**src/rtl/half_duplex_uart_host.sv**
```systemverilog
// Host-side sequencer for the half-duplex UART interface: bridges valid/ready TX and RX
// byte streams onto the interface strobes, with RX-first turnaround, TX guard time and RX timeout.
module half_duplex_uart_host #(
    parameter int GUARD_CYCLES  = 16,
    parameter int TIMEOUT_WIDTH = 16
) (
    input  logic                     clk,
    input  logic                     nReset,
    input  logic [7:0]               txData,
    input  logic                     txValid,
    output logic                     txReady,
    output logic [7:0]               rxData,
    output logic                     rxFrameErr,
    output logic                     rxOverrun,
    output logic                     rxValid,
    input  logic                     rxReady,
    input  logic [TIMEOUT_WIDTH-1:0] waitCycles,
    output logic                     rxTimeout,
    output logic                     busy,
    output logic [7:0]               uartDataIn,
    output logic                     uartNWe,
    input  logic [7:0]               uartDataOut,
    output logic                     uartNCsData,
    input  logic [7:0]               uartStatus,
    output logic                     uartNCsStatus
);
    localparam int TW = TIMEOUT_WIDTH;
    localparam int GW = (GUARD_CYCLES > 1) ? $clog2(GUARD_CYCLES) : 1;
    localparam logic [GW-1:0] GUARD_LAST = (GUARD_CYCLES > 0) ? GW'(GUARD_CYCLES - 1) : '0;

    typedef enum logic [2:0] {
        IDLE, TX_WR, TX_CHK, TX_WAIT, GUARD, RX_HOLD, RX_ACK, RX_CLR
    } state_t;

    state_t        state, stateNext;
    logic [7:0]    uartDataInNext, rxDataNext;
    logic          uartNWeNext, uartNCsDataNext;
    logic          rxFrameErrNext, rxOverrunNext, rxValidNext, rxTimeoutNext;
    logic          retry, retryNext;
    logic [GW-1:0] guardCnt, guardCntNext;
    logic [TW-1:0] toCnt, toCntNext;
    logic          toCount;

    logic txRun, txPending, rxRun, rxStartBit, bufferFull, rxHas, lineIdle;
    logic unusedIsTx;

    assign txRun         = uartStatus[7];
    assign txPending     = uartStatus[6];
    assign rxRun         = uartStatus[5];
    assign rxStartBit    = uartStatus[4];
    assign bufferFull    = uartStatus[0];
    assign unusedIsTx    = uartStatus[3];
    assign rxHas         = bufferFull & ~txPending & ~txRun;
    assign lineIdle      = (uartStatus[7:4] == 4'b0000) & ~bufferFull;

    assign txReady       = (state == IDLE) & ~rxHas & lineIdle & ~retry;
    assign busy          = (state != IDLE);
    assign uartNCsStatus = 1'b0;

    // A write dropped by a concurrent RX leaves retry set; uartDataIn is kept for the resend.
    always_comb begin
        stateNext       = state;
        uartDataInNext  = uartDataIn;
        uartNWeNext     = 1'b1;
        uartNCsDataNext = 1'b1;
        rxDataNext      = rxData;
        rxFrameErrNext  = rxFrameErr;
        rxOverrunNext   = rxOverrun;
        rxValidNext     = rxValid;
        retryNext       = retry;
        guardCntNext    = guardCnt;
        case (state)
            IDLE: begin
                if (rxHas) begin
                    rxDataNext     = uartDataOut;
                    rxOverrunNext  = uartStatus[2];
                    rxFrameErrNext = uartStatus[1];
                    rxValidNext    = 1'b1;
                    stateNext      = RX_HOLD;
                end else if (retry && lineIdle) begin
                    uartNWeNext = 1'b0;
                    stateNext   = TX_WR;
                end else if (txValid && txReady) begin
                    uartDataInNext = txData;
                    uartNWeNext    = 1'b0;
                    stateNext      = TX_WR;
                end
            end
            TX_WR:   stateNext = TX_CHK;
            TX_CHK: begin
                if (txPending || txRun) begin
                    retryNext = 1'b0;
                    stateNext = TX_WAIT;
                end else begin
                    retryNext = 1'b1;
                    stateNext = IDLE;
                end
            end
            TX_WAIT: begin
                if (!txRun && !txPending) begin
                    guardCntNext = '0;
                    stateNext    = (GUARD_CYCLES == 0) ? IDLE : GUARD;
                end
            end
            GUARD: begin
                if (guardCnt == GUARD_LAST) stateNext = IDLE;
                else guardCntNext = guardCnt + GW'(1);
            end
            RX_HOLD: begin
                if (rxReady) begin
                    rxValidNext     = 1'b0;
                    uartNCsDataNext = 1'b0;
                    stateNext       = RX_ACK;
                end
            end
            RX_ACK:  stateNext = RX_CLR;
            RX_CLR:  stateNext = IDLE;
            default: stateNext = IDLE;
        endcase
    end

    // Character-wait timer runs only while idle with a quiet receiver; it wraps after each pulse.
    always_comb begin
        toCount       = (state == IDLE) && (stateNext == IDLE) && (waitCycles != '0)
                        && !rxRun && !rxStartBit;
        rxTimeoutNext = 1'b0;
        toCntNext     = '0;
        if (toCount) begin
            if (toCnt >= waitCycles - TW'(1)) begin
                rxTimeoutNext = 1'b1;
                toCntNext     = '0;
            end else if (toCnt != '1) begin
                toCntNext = toCnt + TW'(1);
            end else begin
                toCntNext = toCnt;
            end
        end
    end

    always_ff @(posedge clk or negedge nReset) begin
        if (!nReset) begin
            state       <= IDLE;
            uartDataIn  <= '0;
            uartNWe     <= 1'b1;
            uartNCsData <= 1'b1;
            rxData      <= '0;
            rxFrameErr  <= 1'b0;
            rxOverrun   <= 1'b0;
            rxValid     <= 1'b0;
            rxTimeout   <= 1'b0;
            retry       <= 1'b0;
            guardCnt    <= '0;
            toCnt       <= '0;
        end else begin
            state       <= stateNext;
            uartDataIn  <= uartDataInNext;
            uartNWe     <= uartNWeNext;
            uartNCsData <= uartNCsDataNext;
            rxData      <= rxDataNext;
            rxFrameErr  <= rxFrameErrNext;
            rxOverrun   <= rxOverrunNext;
            rxValid     <= rxValidNext;
            rxTimeout   <= rxTimeoutNext;
            retry       <= retryNext;
            guardCnt    <= guardCntNext;
            toCnt       <= toCntNext;
        end
    end
endmodule

```
**config.mk**
```make
export PLATFORM = sky130hd
export DESIGN_NAME = half_duplex_uart_host
export DESIGN_NICKNAME = d
export VERILOG_FILES = /design/src/rtl/half_duplex_uart_host.sv
export SDC_FILE = /design/constraint.sdc
export NUM_CORES = 1
export LEC_CHECK = 0
export CAP_MARGIN = 20
export CORE_AREA = 2 2 109 111
export CTS_BUF_LIST = sky130_fd_sc_hd__clkbuf_4
export CTS_CLUSTER_SIZE = 8
export DETAILED_ROUTE_END_ITERATION = 10
export DIE_AREA = 0 0 111 113
export PLACE_DENSITY_LB_ADDON = 0.15
export SLEW_MARGIN = 20
export SYNTH_ARGS = -nofsm -noshare
export SYNTH_HDL_FRONTEND = slang
export SYNTH_SLANG_ARGS = --single-unit
```
**constraint.sdc**
```tcl
create_clock -name clk -period 4.4 [get_ports clk]
set_input_delay 0.66 -clock clk [delete_from_list [all_inputs] [get_ports clk]]
set_output_delay 0.66 -clock clk [all_outputs]
set_load 0.03 [all_outputs]
```
== Yosys cells after proc, flatten, opt, wreduce, memory -nomap -nowiden ==
Index checks and enable logic that the tools add are counted.

* Output and inout bits: 25
* Input port bits: 44
* Logic and storage cells: 91
* Bits in registers: 46

* Magnitude comparators: 1
* Reduce and logical (&&, ||, !) cells: 23
* Bitwise operators: 12
* Muxes and demuxes: 26
* Equality and inequality tests: 14
* Add/subtract/negate cells: 3

{| class="wikitable"
|+ Operators with widths
! cell !! number
|-
| $mux W16 || 3
|-
| $pmux W3 S8 || 1
|-
| $mux W3 || 6
|-
| $add A16 B1 Y16 const B || 1
|-
| $ge A16 B16 Y1 || 1
|-
| $ne A16 B16 Y1 const B || 1
|-
| $reduce_bool A16 Y1 || 1
|-
| $sub A16 B1 Y16 const B || 1
|-
| $eq A3 B3 Y1 const B || 4
|-
| $mux W1 || 11
|-
| $mux W4 || 2
|-
| $ne A2 B2 Y1 const B || 4
|-
| $pmux W4 S2 || 1
|-
| $logic_and A1 B1 Y1 || 7
|-
| $and A1 B1 Y1 || 6
|-
| $eq A3 B2 Y1 const B || 2
|-
| $logic_not A3 Y1 || 2
|-
| $not A1 Y1 || 6
|-
| $reduce_and A3 Y1 || 2
|-
| $add A4 B1 Y4 const B || 1
|-
| $eq A4 B4 Y1 const B || 1
|-
| $logic_not A1 Y1 || 4
|-
| $logic_not A4 Y1 || 1
|-
| $reduce_and A4 Y1 || 1
|-
| 8 further kinds || 9
|}

== Longest topological paths before layout ==
Gate-level depths: netlist of run 1.

* Depth in word-level cells: 18
* Mapped depth: 13
* Mapped depth without buffers: 12

== Worst setup path before layout of run 1 ==
No wires, ideal clock.

* Path kind: input-to-reg
* Start point: in waitCycles[4]
* End point: reg toCnt[0]
* Path buffers: 1
* Data arrival time: 3.409 ns
* Stages on the path: 12
* Required time: 4.260 ns
* Slack: 0.851 ns
* Setup time: 0.140 ns
* Path through: or3_1 > or3_1 > nor3_2 > nand2_1 > xor2_1 > ha_1 > a21oi_1 > o21a_1 > a21o_1 > a31oi_1 > clkbuf_1 > nor3_1

* Cells in the longest elaborated chain, start to end: 5
* Elaborated cells between the ends (all ways): 9
* Those cells by class: add/sub: 1; order compare: 1; eq/ne: 1; mux: 2; reduce/logical: 4

{| class="wikitable"
|+ RTL lines
! item !! RTL line !! text
|-
| start, declared || 17 || <nowiki>input logic [TIMEOUT_WIDTH-1:0] waitCycles,</nowiki>
|-
| parallel branches: the longest is 5 deep, another holds $sub A16 B1 Y16 || -- ||
|-
| end signal, assigned || 166 || <nowiki>toCnt <= toCntNext;</nowiki>
|-
| end, declared || 41 || <nowiki>logic [TW-1:0] toCnt, toCntNext;</nowiki>
|}

Parallel ways; which one is timed is not known.
A chain may end at the register's enable or synchronous reset.

== Worst setup path after layout of run 1 ==
* Start point: in waitCycles[3]
* End point: reg toCnt[6]

The elaborated chain is that of the path after synthesis.

==> reports/qor.txt, run 1 <==
type of the worst setup path - input pin to flip-flop
post-synthesis adder-cell area fraction - 8.49%
Post-synth EDFFs - 0
post-synthesis simple-gate area fraction - 22.0%
Num Clock Sinks - 46
worst hold path class - input pin to async pin
final worst setup slack - 0.792 ns
clk_skew - 0.0213 ns
XOR/XNOR Fraction of Synth Area - 6.26%
largest family of logic cells by synthesized area - simple AND/OR/NAND/NOR gates
Layout area overhead - 32.4%
post-synthesis sequential area ratio - 41.2%
# rows - 39
most frequent cells in the layout - clkdlybuf4s50_1 (65), dfrtp_1 (44), nor2_1 (24)
post-synthesis cell type count - 53
placed wire-length estimate - 5100 µm
Worst-Skew Late Latency - 0.37 ns
die height - 113 µm
Setup crit end kind - flip-flop
R2R cell count - 9
static leakage - 1.50 nW
crit path cell chain - clkdlybuf4s50_1, or3_1, or3_1, nor3_2, nand2_1, xor2_1, ha_1, a21o_1, a21o_1, a21oi_1, nand3_2, buf_4, a2111oi_2
ys async rst share - 100%
r2r setup slk - 2.10 ns
CTS root buffer - clkbuf_4
initial DRC count - 97
largest net degree at the start of global routing - 47
first-pass GRT wire length - 11100 µm
Vias - 2291
Top delay family on crit path - simple AND/OR/NAND/NOR gates
IO Pins - 69
r2r startpoint - toCnt[0]
ant diodes - 0
clock slew at reported path FFs - 0.16 ns
vias in the first global route - 2246
share of layout cells above drive strength 1 - 13.8%
mux share of post-synthesis cell area - 9.43%
CP startpoint kind - input pin
cell count after synthesis - 274
nets - 410
Hold Violations, Final - 0
die area - 0.0125 mm²
DP Worst Slack - 0.381 ns
Yosys reg bits - 46
final WL - 6660 µm
most common flop cell mapped by yosys - dfrtp_1
Worst Max-Slew Pin Slew - 0.616 ns
Post-Syn Area - 0.00280 mm²
Max rail drop VDD - 296 µV
CP arrival - 3.88 ns
Routed Antenna Nets - 0
Initial Utilization - 24.8%
Chip Width - 111 µm
Port Buf Inserts - 66
yosys warns - 0
max-slew violations - 0
Mapped Nets - 337
syn_area_per_cell - 10.2 µm²
post-route clock period utilization - 82.0%
CTS hold repair buffers - 0
max-cap violation count - 0
Remaining DRCs - 0
CTS max path bufs - 2
Post-CTS Setup Bufs - 0
Worst path max stage delay - 0.45 ns
post-CTS sizing - 0
PD cells - 389 mW/mm²
Crit Path Max Fanout - 15
initial antenna violation count - 0
outcome - finished clean
post-layout minimum cycle time - 3.61 ns
r2r endpoint - toCnt[8]
slowest CP cell - clkdlybuf4s50_1
most common cell after layout, fill and taps aside - clkdlybuf4s50_1
Core ar. - 0.0113 mm²
Buf/Inv on CP - 2
1st-pass router iterations - 4
Setup-failing EPs final - 0
fillcell total - 1178
Final GP Congestion - 0.747
total power - 1.44 mW
Worst slew margin - 58.9%
via/cell ratio - 4.67
unrepaired setup endpoints after global routing - no
post-synthesis compound-gate area fraction - 10.5%
CTS tree - built
Clock H-tree levels - 2
drt wl/cell - 13.6 µm
GRT Util Overall - 10.7%
Setup TNS Final - 0 ns
gr ovfl total - 0
CTS Buf Count - 5
Max Clk Rate - 277 MHz
Required @ worst endpoint - 4.67 ns
## state kept, by name, summed over array words and instances (netlist names)
signal and count:
state 3, retry 1, uartDataIn 8, rxOverrun 1, rxTimeout 1, rxData 8
rxFrameErr 1, guardCnt 4, uartNWe 1, rxValid 1, toCnt 16, uartNCsData 1
## power breakdown
part,internal (mW),total (mW),switching [mW]
logic,0.297,0.609,0.312
registers,0.524,0.616,0.0916
clock network,0.0655,0.217,0.152
total,0.887,1.44,0.555
## synthesized netlist by cell type, types with 6 or more instances
master | instances | share of area (%)
dfrtp_1 | 44 | 39
nor2_1 | 24 | 3.2
nand2_1 | 20 | 2.7
ha_1 | 19 | 8.5
mux2_2 | 19 | 7.6
nor3_1 | 17 | 3.0
xor2_1 | 11 | 3.4
nand3_1 | 9 | 1.6
nand4_1 | 9 | 2.0
xnor2_1 | 9 | 2.8
a21oi_1 | 7 | 1.3
nand2b_1 | 6 | 1.3
## stage by stage
| stage | instance area (µm²) | hold slack (ns) | std cells | utilization, % |
|---|---|---|---|---|
| after detailed placement | 3650 | 0.489 | 483 | 32.3 |
| after global routing | 3710 | 0.391 | 491 | 32.9 |
| after CTS | 3710 | 0.369 | 491 | 32.9 |
| after global placement | 3650 | 0.482 | 483 | 32.3 |
| after floorplan | 2800 | 0.364 | 274 | - |
| final | 3710 | 0.362 | 491 | 32.9 |
## routing by layer
| metal | part of all wire [%] | wire [µm] | global-route usage [%] |
|---|---|---|---|
| met2 | 47 | 3100 | 17.5 |
| met4 | 0.83 | 55 | 2.50 |
| met5 | 0 | 0 | 0 |
| met3 | 3.5 | 234 | 2.41 |
| met1 | 49 | 3270 | 14.6 |
## how the worst max path moves through the flow
| stage | startpoint | slack [ns] | endpoint | cells past startpoint |
|---|---|---|---|---|
| after floorplan | waitCycles[4] | 0.85 | toCnt[0] | 12 |
| after global placement | waitCycles[4] | 0.43 | toCnt[7] | 13 |
| after detailed placement | waitCycles[3] | 0.38 | toCnt[6] | 13 |
| after CTS | waitCycles[3] | 0.79 | toCnt[6] | 13 |
| after global routing | waitCycles[3] | 0.49 | toCnt[3] | 13 |
| final | waitCycles[3] | 0.79 | toCnt[6] | 13 |
## logic make-up after synthesis
family / after synthesis
other: 1
multiplexers: 24
adder cells (fa/ha/maj): 19
flip-flops: 46
AND/OR/NAND/NOR: 113
buffers and inverters: 12
XOR/XNOR: 20
AO/OA/AOI/OAI: 39
## area by class of cell
type                            count  area [µm²]  share of cell area [%]
Clock inverter                      3        25.0                   0.675
Tap cell                          143         179                    4.82
Sequential cell                    46        1150                    31.1
Multi-Input combinational cell    216        1590                    42.9
Clock buffer                        5        37.5                    1.01
Inverter                            6        22.5                   0.607
Timing Repair Buffer               72         701                    18.9
Note: power is estimated with default switching activity, not from simulation.
==> inputs of run 2 (changes only) <==
==> constraint.sdc (replaced) <==
create_clock -name clk -period 3.7 [get_ports clk]
set_input_delay 0.555 -clock clk [delete_from_list [all_inputs] [get_ports clk]]
set_output_delay 0.555 -clock clk [all_outputs]
set_load 0.03 [all_outputs]
==> reports/qor.txt, run 2 (synthesized netlist as in run 1, its figures left out) <==
GRT Util Overall - 11.0% (+0.28 points)
Hold Violations, Final - 0 (unchanged)
initial antenna violation count - 0 (unchanged)
ant diodes - 0 (unchanged)
Vias - 2328 (+1.6%)
post-route insts no fill - 505 (+2.9%)
Largest Register - toCnt
drt wl/cell - 13.3 µm (-1.7%)
Layout area overhead - 37.5%
Routed Antenna Nets - 0 (unchanged)
CTS tree - built
CTS hold repair buffers - 0 (unchanged)
Num Clock Sinks - 46 (unchanged)
CP arrival - 3.68 ns (-0.20 ns)
max FFs per register - 16 (unchanged)
CTS max path bufs - 2 (unchanged)
type of the worst setup path - input pin to flip-flop
post-route clock period utilization - 92.6%
Largest regs - toCnt: 16 flops, rxData: 8 flops, uartDataIn: 8 flops
Clock H-tree levels - 2 (unchanged)
PD cells - 448 mW/mm² (+15%)
Remaining DRCs - 0 (unchanged)
# rows - 39 (unchanged)
CP startpoint kind - input pin
Crit Path Max Fanout - 15 (unchanged)
fillcell total - 1169 (-0.76%)
1st-pass router iterations - 4 (unchanged)
die area - 0.0125 mm² (unchanged)
final WL - 6730 µm (+1.1%)
die height - 113 µm (unchanged)
Initial Utilization - 24.8% (unchanged)
Cells after DPL - 497 (+2.9%)
share of layout cells above drive strength 1 - 17.4% (+3.6 points)
Setup-failing EPs final - 0 (unchanged)
crit path cell chain - clkdlybuf4s50_1, or3_1, or3_1, nor3_4, nand2_1, xor2_1, ha_1, a21o_1, a21o_1, a21oi_1, nand3_2, buf_12, a2111oi_1
Final GP Congestion - 0.770 (+3.1%)
post-CTS sizing - 0 (unchanged)
most frequent cells in the layout - clkdlybuf4s50_1 (65), dfrtp_1 (44), nor2_1 (24)
Max rail drop VDD - 260 µV (-12%)
max-slew violations - 0 (unchanged)
Max Clk Rate - 292 MHz
vias in the first global route - 2374 (+5.7%)
Setup crit end kind - flip-flop
Chip Width - 111 µm (unchanged)
most common cell after layout, fill and taps aside - clkdlybuf4s50_1
worst hold path class - input pin to async pin
Worst slew margin - 59.9% (+1.0 points)
clock slew at reported path FFs - 0.14 ns (-0.02 ns)
Core ar. - 0.0113 mm² (unchanged)
first-pass GRT wire length - 11400 µm (+2.8%)
Worst path max stage delay - 0.42 ns (-0.03 ns)
IO Pins - 69 (unchanged)
nets - 424 (+3.4%)
largest net degree at the start of global routing - 47 (unchanged)
initial DRC count - 133 (+37%)
Core Util, Final - 34.2% (+1.3 points)
via/cell ratio - 4.61 (-1.2%)
Setup TNS Final - 0 ns (unchanged)
CTS root buffer - clkbuf_4
Worst Max-Slew Pin Slew - 0.601 ns (-0.0151 ns)
outcome - finished clean
Worst-Skew Late Latency - 0.37 ns (about the same)
post-layout minimum cycle time - 3.43 ns
total power - 1.73 mW (+20%)
clk_skew - 0.0150 ns (-0.00629 ns)
Required @ worst endpoint - 3.95 ns (-0.72 ns)
Port Buf Inserts - 66 (unchanged)
Post-CTS Setup Bufs - 0 (unchanged)
static leakage - 1.58 nW (+5.4%)
unrepaired setup endpoints after global routing - no
placed wire-length estimate - 5210 µm (+2.3%)
max-cap violation count - 0 (unchanged)
CTS Buf Count - 5 (unchanged)
gr ovfl total - 0 (unchanged)
slowest CP cell - clkdlybuf4s50_1
==> run 2: changes by cell type in the layout (fill, tap and decap cells not counted) <==
cell	previous run	this run
nor3_4	1	2
nor3_2	1	0
buf_12	0	2
buf_4	6	18
nor4_2	0	1
nor4_1	5	4
==> run 2: cell type report <==
class | count | area, µm² | area share, %
clock inverters | 3 | 25.0 | 0.650
flip-flops and latches | 46 | 1150 | 30.0
clock buffers | 5 | 37.5 | 0.975
multi-input cells | 216 | 1600 | 41.6
inverters | 6 | 22.5 | 0.585
well taps | 143 | 179 | 4.65
repair buffers | 86 | 831 | 21.6
==> run 2: routing by layer <==
layer	wire, µm	part of all wire [%]	track usage [%]
met1	3170	47	14.4
met2	3160	47	18.3
met3	291	4.3	2.84
met4	104	1.5	2.50
met5	0	0	0
==> run 2: path summary, 6_finish.rpt <==
| check | from | to | slack, ns | cells after the start |
|---|---|---|---|---|
| setup reg to reg | toCnt[0] | toCnt[3] | 1.40 | 8 |
| max in group asynchronous | nReset | uartDataIn[2] | 3.03 | 2 |
| hold reg to reg | rxValid | rxValid | 0.50 | 2 |
| setup / recovery | waitCycles[4] | toCnt[3] | 0.27 | 13 |
| min in group clk | rxValid | rxValid | 0.50 | 2 |
| hold / removal | nReset | rxTimeout | 0.26 | 2 |
==> run 2: power breakdown <==
part | internal, mW | switching, mW
logic | 0.361 | 0.375
clock network | 0.0778 | 0.179
registers | 0.624 | 0.109
==> run 2: critical path, delay by kind of cell <==
family                     cells  cell delay (ns)
buffers and inverters          2             0.59
AOI/OAI and AO/OA              4             0.83
adders and majority gates      1             0.29
and+or+nand+nor                5             1.25
xor gates and xnor gates       1             0.15
==> run 2: through the flow <==
step | hold slack, ns | setup WS (ns) | cell area, µm²
after floorplan | 0.259 | 0.256 | 2800
after global placement | 0.465 | -0.0711 | 3780
after detailed placement | 0.472 | -0.182 | 3780
after CTS | 0.277 | 0.222 | 3840
after global routing | 0.290 | 0.0112 | 3850
final | 0.258 | 0.273 | 3850
